File: src/rtl/div_operand_loader_pkg.sv
// Shared types and constants for the divider operand loader.
// The loader gathers four nibbles, lets the divider settle, then offers one result bit.
package div_operand_loader_pkg;

  typedef enum logic [1:0] {
    LOAD   = 2'd0,
    SETTLE = 2'd1,
    HOLD   = 2'd2
  } state_t;

  typedef logic [3:0] nibble_t;

  localparam int DEFAULT_SETTLE_CYCLES = 1;

  // Wide enough for the largest legal settle load value (15 - 1)
  localparam int SETTLE_CNT_W = 4;

endpackage

File: src/rtl/div_operand_loader_if.sv
// Handshake and operand bundle between the loader, its upstream nibble source,
// the external divider and the result consumer.
interface div_operand_loader_if #(
  parameter int CNT_W = 8
);
  import div_operand_loader_pkg::*;

  logic             in_valid;
  nibble_t          in_data;
  logic             in_ready;
  logic             flush;
  nibble_t          a;
  nibble_t          b;
  nibble_t          c;
  nibble_t          d;
  logic             div_result;
  logic             out_valid;
  logic             out_result;
  logic             out_ready;
  logic [CNT_W-1:0] true_count;

  // Loader side
  modport slave (
    input  in_valid, in_data, flush, div_result, out_ready,
    output in_ready, a, b, c, d, out_valid, out_result, true_count
  );

  // Environment side: nibble source, divider and result consumer
  modport master (
    output in_valid, in_data, flush, div_result, out_ready,
    input  in_ready, a, b, c, d, out_valid, out_result, true_count
  );

endinterface

File: src/rtl/div_operand_loader.sv
// Loads four nibbles into the divider operand registers, waits SETTLE_CYCLES for the
// combinational divider, captures its result and holds it until the consumer takes it.
module div_operand_loader
  import div_operand_loader_pkg::*;
#(
  parameter int SETTLE_CYCLES = DEFAULT_SETTLE_CYCLES,
  parameter int CNT_W         = 8
) (
  input  logic               clk,
  input  logic               rst,
  div_operand_loader_if.slave bus
);

  localparam logic [SETTLE_CNT_W-1:0] SETTLE_LOAD = SETTLE_CNT_W'(SETTLE_CYCLES - 1);

  state_t                  r_state;
  state_t                  w_nextState;
  logic [1:0]              r_idx;
  logic [SETTLE_CNT_W-1:0] r_settleCnt;
  nibble_t                 r_a;
  nibble_t                 r_b;
  nibble_t                 r_c;
  nibble_t                 r_d;
  logic                    r_outResult;
  logic [CNT_W-1:0]        r_trueCount;

  logic w_inReady;
  logic w_outValid;
  logic w_accept;
  logic w_deliver;

  assign w_accept  = bus.in_valid && w_inReady;
  assign w_deliver = (r_state == HOLD) && bus.out_ready;

  always_ff @(posedge clk) begin
    if (rst) begin
      r_state <= LOAD;
    end else begin
      r_state <= w_nextState;
    end
  end

  always_comb begin
    w_nextState = r_state;
    unique case (r_state)
      LOAD:    if (w_accept && (r_idx == 2'd3)) w_nextState = SETTLE;
      SETTLE:  if (r_settleCnt == '0) w_nextState = HOLD;
      HOLD:    if (bus.out_ready) w_nextState = LOAD;
      default: w_nextState = LOAD;
    endcase
  end

  // Handshake outputs are forced low during reset even though the state register still
  // shows the pre-reset state for that cycle.
  always_comb begin
    w_inReady  = 1'b0;
    w_outValid = 1'b0;
    if (!rst) begin
      unique case (r_state)
        LOAD:    w_inReady  = !bus.flush;
        HOLD:    w_outValid = 1'b1;
        default: begin
          w_inReady  = 1'b0;
          w_outValid = 1'b0;
        end
      endcase
    end
  end

  always_ff @(posedge clk) begin
    if (rst) begin
      r_idx       <= 2'd0;
      r_settleCnt <= '0;
      r_a         <= '0;
      r_b         <= '0;
      r_c         <= '0;
      r_d         <= '0;
      r_outResult <= 1'b0;
      r_trueCount <= '0;
    end else begin
      if (r_state == LOAD) begin
        if (bus.flush) begin
          r_idx <= 2'd0;
        end else if (w_accept) begin
          unique case (r_idx)
            2'd0: r_a <= bus.in_data;
            2'd1: r_b <= bus.in_data;
            2'd2: r_c <= bus.in_data;
            default: r_d <= bus.in_data;
          endcase
          r_idx <= r_idx + 2'd1;
          if (r_idx == 2'd3) r_settleCnt <= SETTLE_LOAD;
        end
      end

      if (r_state == SETTLE) begin
        if (r_settleCnt == '0) begin
          r_outResult <= bus.div_result;
        end else begin
          r_settleCnt <= r_settleCnt - 1'b1;
        end
      end

      // Saturate rather than wrap so the count never under-reports after overflow
      if (w_deliver && r_outResult && (r_trueCount != '1)) begin
        r_trueCount <= r_trueCount + 1'b1;
      end
    end
  end

  assign bus.in_ready   = w_inReady;
  assign bus.out_valid  = w_outValid;
  assign bus.out_result = r_outResult;
  assign bus.a          = r_a;
  assign bus.b          = r_b;
  assign bus.c          = r_c;
  assign bus.d          = r_d;
  assign bus.true_count = r_trueCount;

endmodule

File: src/flat_wrapper.sv
// flat-port wrapper written by rule: the top's interface ports become plain ports
module div_operand_loader_flat import div_operand_loader_pkg::*;
#(
  parameter int SETTLE_CYCLES = DEFAULT_SETTLE_CYCLES,
  parameter int CNT_W         = 8
)
  (clk, rst, bus_in_valid, bus_in_data, bus_flush, bus_div_result, bus_out_ready, bus_in_ready, bus_a, bus_b, bus_c, bus_d, bus_out_valid, bus_out_result, bus_true_count);
  div_operand_loader_if #(.CNT_W(CNT_W)) bus_i ();
  input  logic clk;
  input  logic rst;
  input wire logic [$bits(bus_i.in_valid)-1:0] bus_in_valid;
  input wire logic [$bits(bus_i.in_data)-1:0] bus_in_data;
  input wire logic [$bits(bus_i.flush)-1:0] bus_flush;
  input wire logic [$bits(bus_i.div_result)-1:0] bus_div_result;
  input wire logic [$bits(bus_i.out_ready)-1:0] bus_out_ready;
  output wire logic [$bits(bus_i.in_ready)-1:0] bus_in_ready;
  output wire logic [$bits(bus_i.a)-1:0] bus_a;
  output wire logic [$bits(bus_i.b)-1:0] bus_b;
  output wire logic [$bits(bus_i.c)-1:0] bus_c;
  output wire logic [$bits(bus_i.d)-1:0] bus_d;
  output wire logic [$bits(bus_i.out_valid)-1:0] bus_out_valid;
  output wire logic [$bits(bus_i.out_result)-1:0] bus_out_result;
  output wire logic [$bits(bus_i.true_count)-1:0] bus_true_count;
  assign bus_i.in_valid = bus_in_valid;
  assign bus_i.in_data = bus_in_data;
  assign bus_i.flush = bus_flush;
  assign bus_i.div_result = bus_div_result;
  assign bus_i.out_ready = bus_out_ready;
  assign bus_in_ready = bus_i.in_ready;
  assign bus_a = bus_i.a;
  assign bus_b = bus_i.b;
  assign bus_c = bus_i.c;
  assign bus_d = bus_i.d;
  assign bus_out_valid = bus_i.out_valid;
  assign bus_out_result = bus_i.out_result;
  assign bus_true_count = bus_i.true_count;
  div_operand_loader #(.SETTLE_CYCLES(SETTLE_CYCLES), .CNT_W(CNT_W)) u_core (.clk(clk), .rst(rst), .bus(bus_i));
endmodule
File: config.mk
export PLATFORM = sky130hd
export DESIGN_NAME = div_operand_loader_flat
export DESIGN_NICKNAME = d
export VERILOG_FILES = /design/src/rtl/div_operand_loader_pkg.sv /design/src/rtl/div_operand_loader_if.sv /design/src/rtl/div_operand_loader.sv /design/src/flat_wrapper.sv
export SDC_FILE = /design/constraint.sdc
export NUM_CORES = 1
export LEC_CHECK = 0
export CAP_MARGIN = 20
export CORE_MARGIN = 1
export CORE_UTILIZATION = 25
export CTS_CLUSTER_DIAMETER = 200
export DETAILED_ROUTE_END_ITERATION = 6
export PLACE_DENSITY = 0.57
export SYNTH_ARGS = -nofsm -noshare
export SYNTH_HDL_FRONTEND = slang
export SYNTH_SLANG_ARGS = --single-unit
File: constraint.sdc
create_clock -name clk -period 1.65 [get_ports clk]
set_input_delay 0.33 -clock clk [delete_from_list [all_inputs] [get_ports clk]]
set_output_delay 0.33 -clock clk [all_outputs]
set_load 0.05 [all_outputs]
==> results by group <==
Logic synthesis
  – Most frequent cells after synthesis: dfxtp_1 (33), inv_1 (17), o211ai_1 (11), nand2_1 (9)
  – Post-Synthesis Cells: approximately 180
  – Post-synth EDFFs: 0
  – Asr flop ratio synth: 0
  – Top_reg_cell synth: dfxtp_1
  – Sequential element share of the synthesized area: 0.394
  – Mapped cell area: 1680 µm²
  – Post-Syn Nets: 195
  – Synth Warn #: 0
  – Avg Synthesized Cell Area: 9.47 µm²
  – Yosys top cell area share: 0.394
  – Most frequently used cell type in the post-synthesis netlist: dfxtp_1
  – Yosys reg bits: 33
  – Synth area leader: dfxtp_1
  – Unique masters post-synth: 49
  – Top cells by area, synth: dfxtp_1 (39%), ha_1 (6.0%), o211ai_1 (4.9%)

CTS
  – CTS tree: built
  – CTS buffer count: 5
  – Clock buffer depth: 2
  – CTS sink count: 33
  – Reg clk slew, reported paths: 0.07 ns
  – Clock Latency Late Sink: 0.28 ns
  – Root Driver: clkbuf_8
  – CTS H-tree depth: 2
  – # hold bufs at CTS: 0

Timing
  – Final WS setup: 0.0139 ns
  – Pin slew with the least headroom to its limit: 0.479 ns
  – RSZ-0062 raised after global routing: yes
  – Setup Skew: between 0.006 and 0.007 ns
  – Achievable frequency: 611 MHz
  – Final setup violation count: 0
  – Minimum clock period after layout: approximately 1.6 ns
  – Final hold violation count: 0
  – Part of the cycle the worst path needs: 0.992
  – Slew Viols, Final: 0
  – Fin Hold WS: between 0.4 and 0.5 ns
  – Slew HR: 0.679

Critical path
  – R2R Path Start: u_core.r_state[0]
  – Crit path launch: bus_in_valid
  – Crit start category: input port
  – Worst r2r path cells: 3
  – Critical Path Fanout Max: 17
  – WP data required: 1.88 ns
  – CP endpoint kind: flip-flop
  – Setup Crit Path Kind: in2reg
  – Arrival @ worst endpoint: 1.87 ns

Floorplan
  – Cell row count: 29
  – Die ar.: 7040 µm²
  – Die height: 83.9 µm
  – Initial Util: 0.261
  – Die Span X: 83.9 µm
  – IO Count: 37
  – Core box area: 6420 µm²

Power and ir drop
  – Pleak: approximately 1.0 nW
  – Comb pwr share: 0.097
  – Power density over cell area: 729 nW/µm²
  – Power Internal: between 1 and 1.5 mW
  – Clock network power share: 0.445
  – Switch share: 0.224
  – Peak supply drop: between 0.3 and 0.4 mV
  – Switching pwr: 396 µW
  – Register share of total power: 0.458

Cells and area
  – Area of the multi-input gates: 912 µm²
  – Non-filler cells, final: 314
  – Layout cells sized above 1: 0.321
  – Storage cell area: about 660 µm²
  – Final net count: 254
  – Antenna Cells: 0
  – Post-layout util: 0.378
  – Final Instance Area: 2430 µm²
  – Fill cells: between 600 and 700
  – Area grow syn2layout: 44.7%

Placed design
  – RePlAce Congestion: 0.775
  – Dpl ws: -0.267 ns
  – Post-DP HPWL: between 3000 and 4000 µm
  – Dpl cell area: between 2000 and 2500 µm²
  – Cells after DPL: 302
  – Port buffer count: 36

Global route
  – Largest net degree at the start of global routing: 18
  – GRT Total Usage: 0.117
  – Overflow after GRT: 0
  – Initial antenna violation count: 0
  – First-pass GRT wire length: around 6400 µm
  – Number of global-route vias before repair: between 1000 and 1500

Detailed routing
  – Final WL: around 4000 µm
  – Detailed-route DRC error count: 3
  – Vias per inst: 4.80
  – Drt wl/cell: ~13 µm
  – TritonRoute pass-1 iters: 6
  – Initial DRC Count: 31
  – Vias: 1506
  – Post-route antenna net violation count: 0

Hold path
  – Hold Crit Start: rst
  – Hold crit path type: in2reg
  – Hold Path Cell Cnt: 3

Outcome
  – Outcome: finished, violations left
  – Failing checks: design-rule violations

Run
  – Number of max-cap violations: 0
## sequential cells by signal (all words and copies together), names as in the netlist
name,flops
u_core.r_state,2
u_core.bus.d,4
u_core.bus.out_result,1
u_core.bus.a,4
u_core.bus.true_count,8
u_core.r_settleCnt,4
u_core.r_idx,2
u_core.bus.b,4
u_core.bus.c,4
## power by group through the flow
stage | Sequential [mW] | Clock, mW | Combinational [mW]
CTS | 0.809 | 0.817 | 0.167
global placement | 0.828 | 0 | 0.164
floorplan | 0.846 | 0 | 0.0672
finish | 0.810 | 0.786 | 0.172
detailed placement | 0.828 | 0 | 0.165
global route | 0.810 | 0.849 | 0.185
## worst max-delay path, cell delays in order
cell             delay [ns]
clkdlybuf4s50_1        0.48
or4b_4                 0.61
o32ai_4                0.28
and2_1                 0.17
## cell usage in the layout, fill, tap and decap left out, types with 5 or more instances in the layout
master / instances
buf_4: 48
dfxtp_1: 31
inv_1: 17
o211ai_1: 11
nand2_1: 9
o21ai_1: 8
ha_1: 8
clkdlybuf4s50_1: 7
a211oi_1: 6
a21oi_1: 6
clkbuf_8: 6
nor2_1: 5
buf_12: 5
## worst paths after layout
kind	slack, ns	end
setup / recovery	0.01	u_core.r_state[0]
hold / removal	0.42	u_core.r_state[1]
setup reg to reg	0.13	u_core.r_state[0]
hold reg to reg	0.48	u_core.bus.true_count[1]
## repair_timing
item,CTS,global route
endpoints found under the setup margin,2,3
setup buffers,0,4
gates resized for setup,3,1
pin swaps,1,1
## kinds of logic after synthesis
| kind of cell | share of synthesized area |
|---|---|
| AOI/OAI and AO/OA | 0.266 |
| xor gates and xnor gates | 0.0104 |
| adders and majority gates | 0.0597 |
| buffers and inverters | 0.0799 |
| DFF | 0.394 |
| muxes | 0.0194 |
| and+or+nand+nor | 0.170 |
## through the flow
| stage | setup TNS (ns) | power, mW |
|---|---|---|
| after floorplan | 0 | 0.913 |
| after global placement | -3.84 | 0.992 |
| after detailed placement | -4.08 | 0.993 |
| after CTS | 0 | 1.79 |
| after global routing | -0.0458 | 1.84 |
| final | 0 | 1.77 |
## metal layers
metal  wire length, µm  track usage  vias to the layer above
met5                 0            0                        -
met4                70       0.0564                        0
met3               139       0.0317                        5
met2              1820        0.178                       24
met1              1940        0.151                      703
li1                  -            -                      774
## cell type report
type                    instances  area share
multi-input cells             115       0.376
clock inverters                 1      0.0124
repair buffers                 64       0.237
clock buffers                   7      0.0356
well taps                      77      0.0397
inverters                      17      0.0263
flip-flops and latches         33       0.273
(Power assumes the default switching activity.)
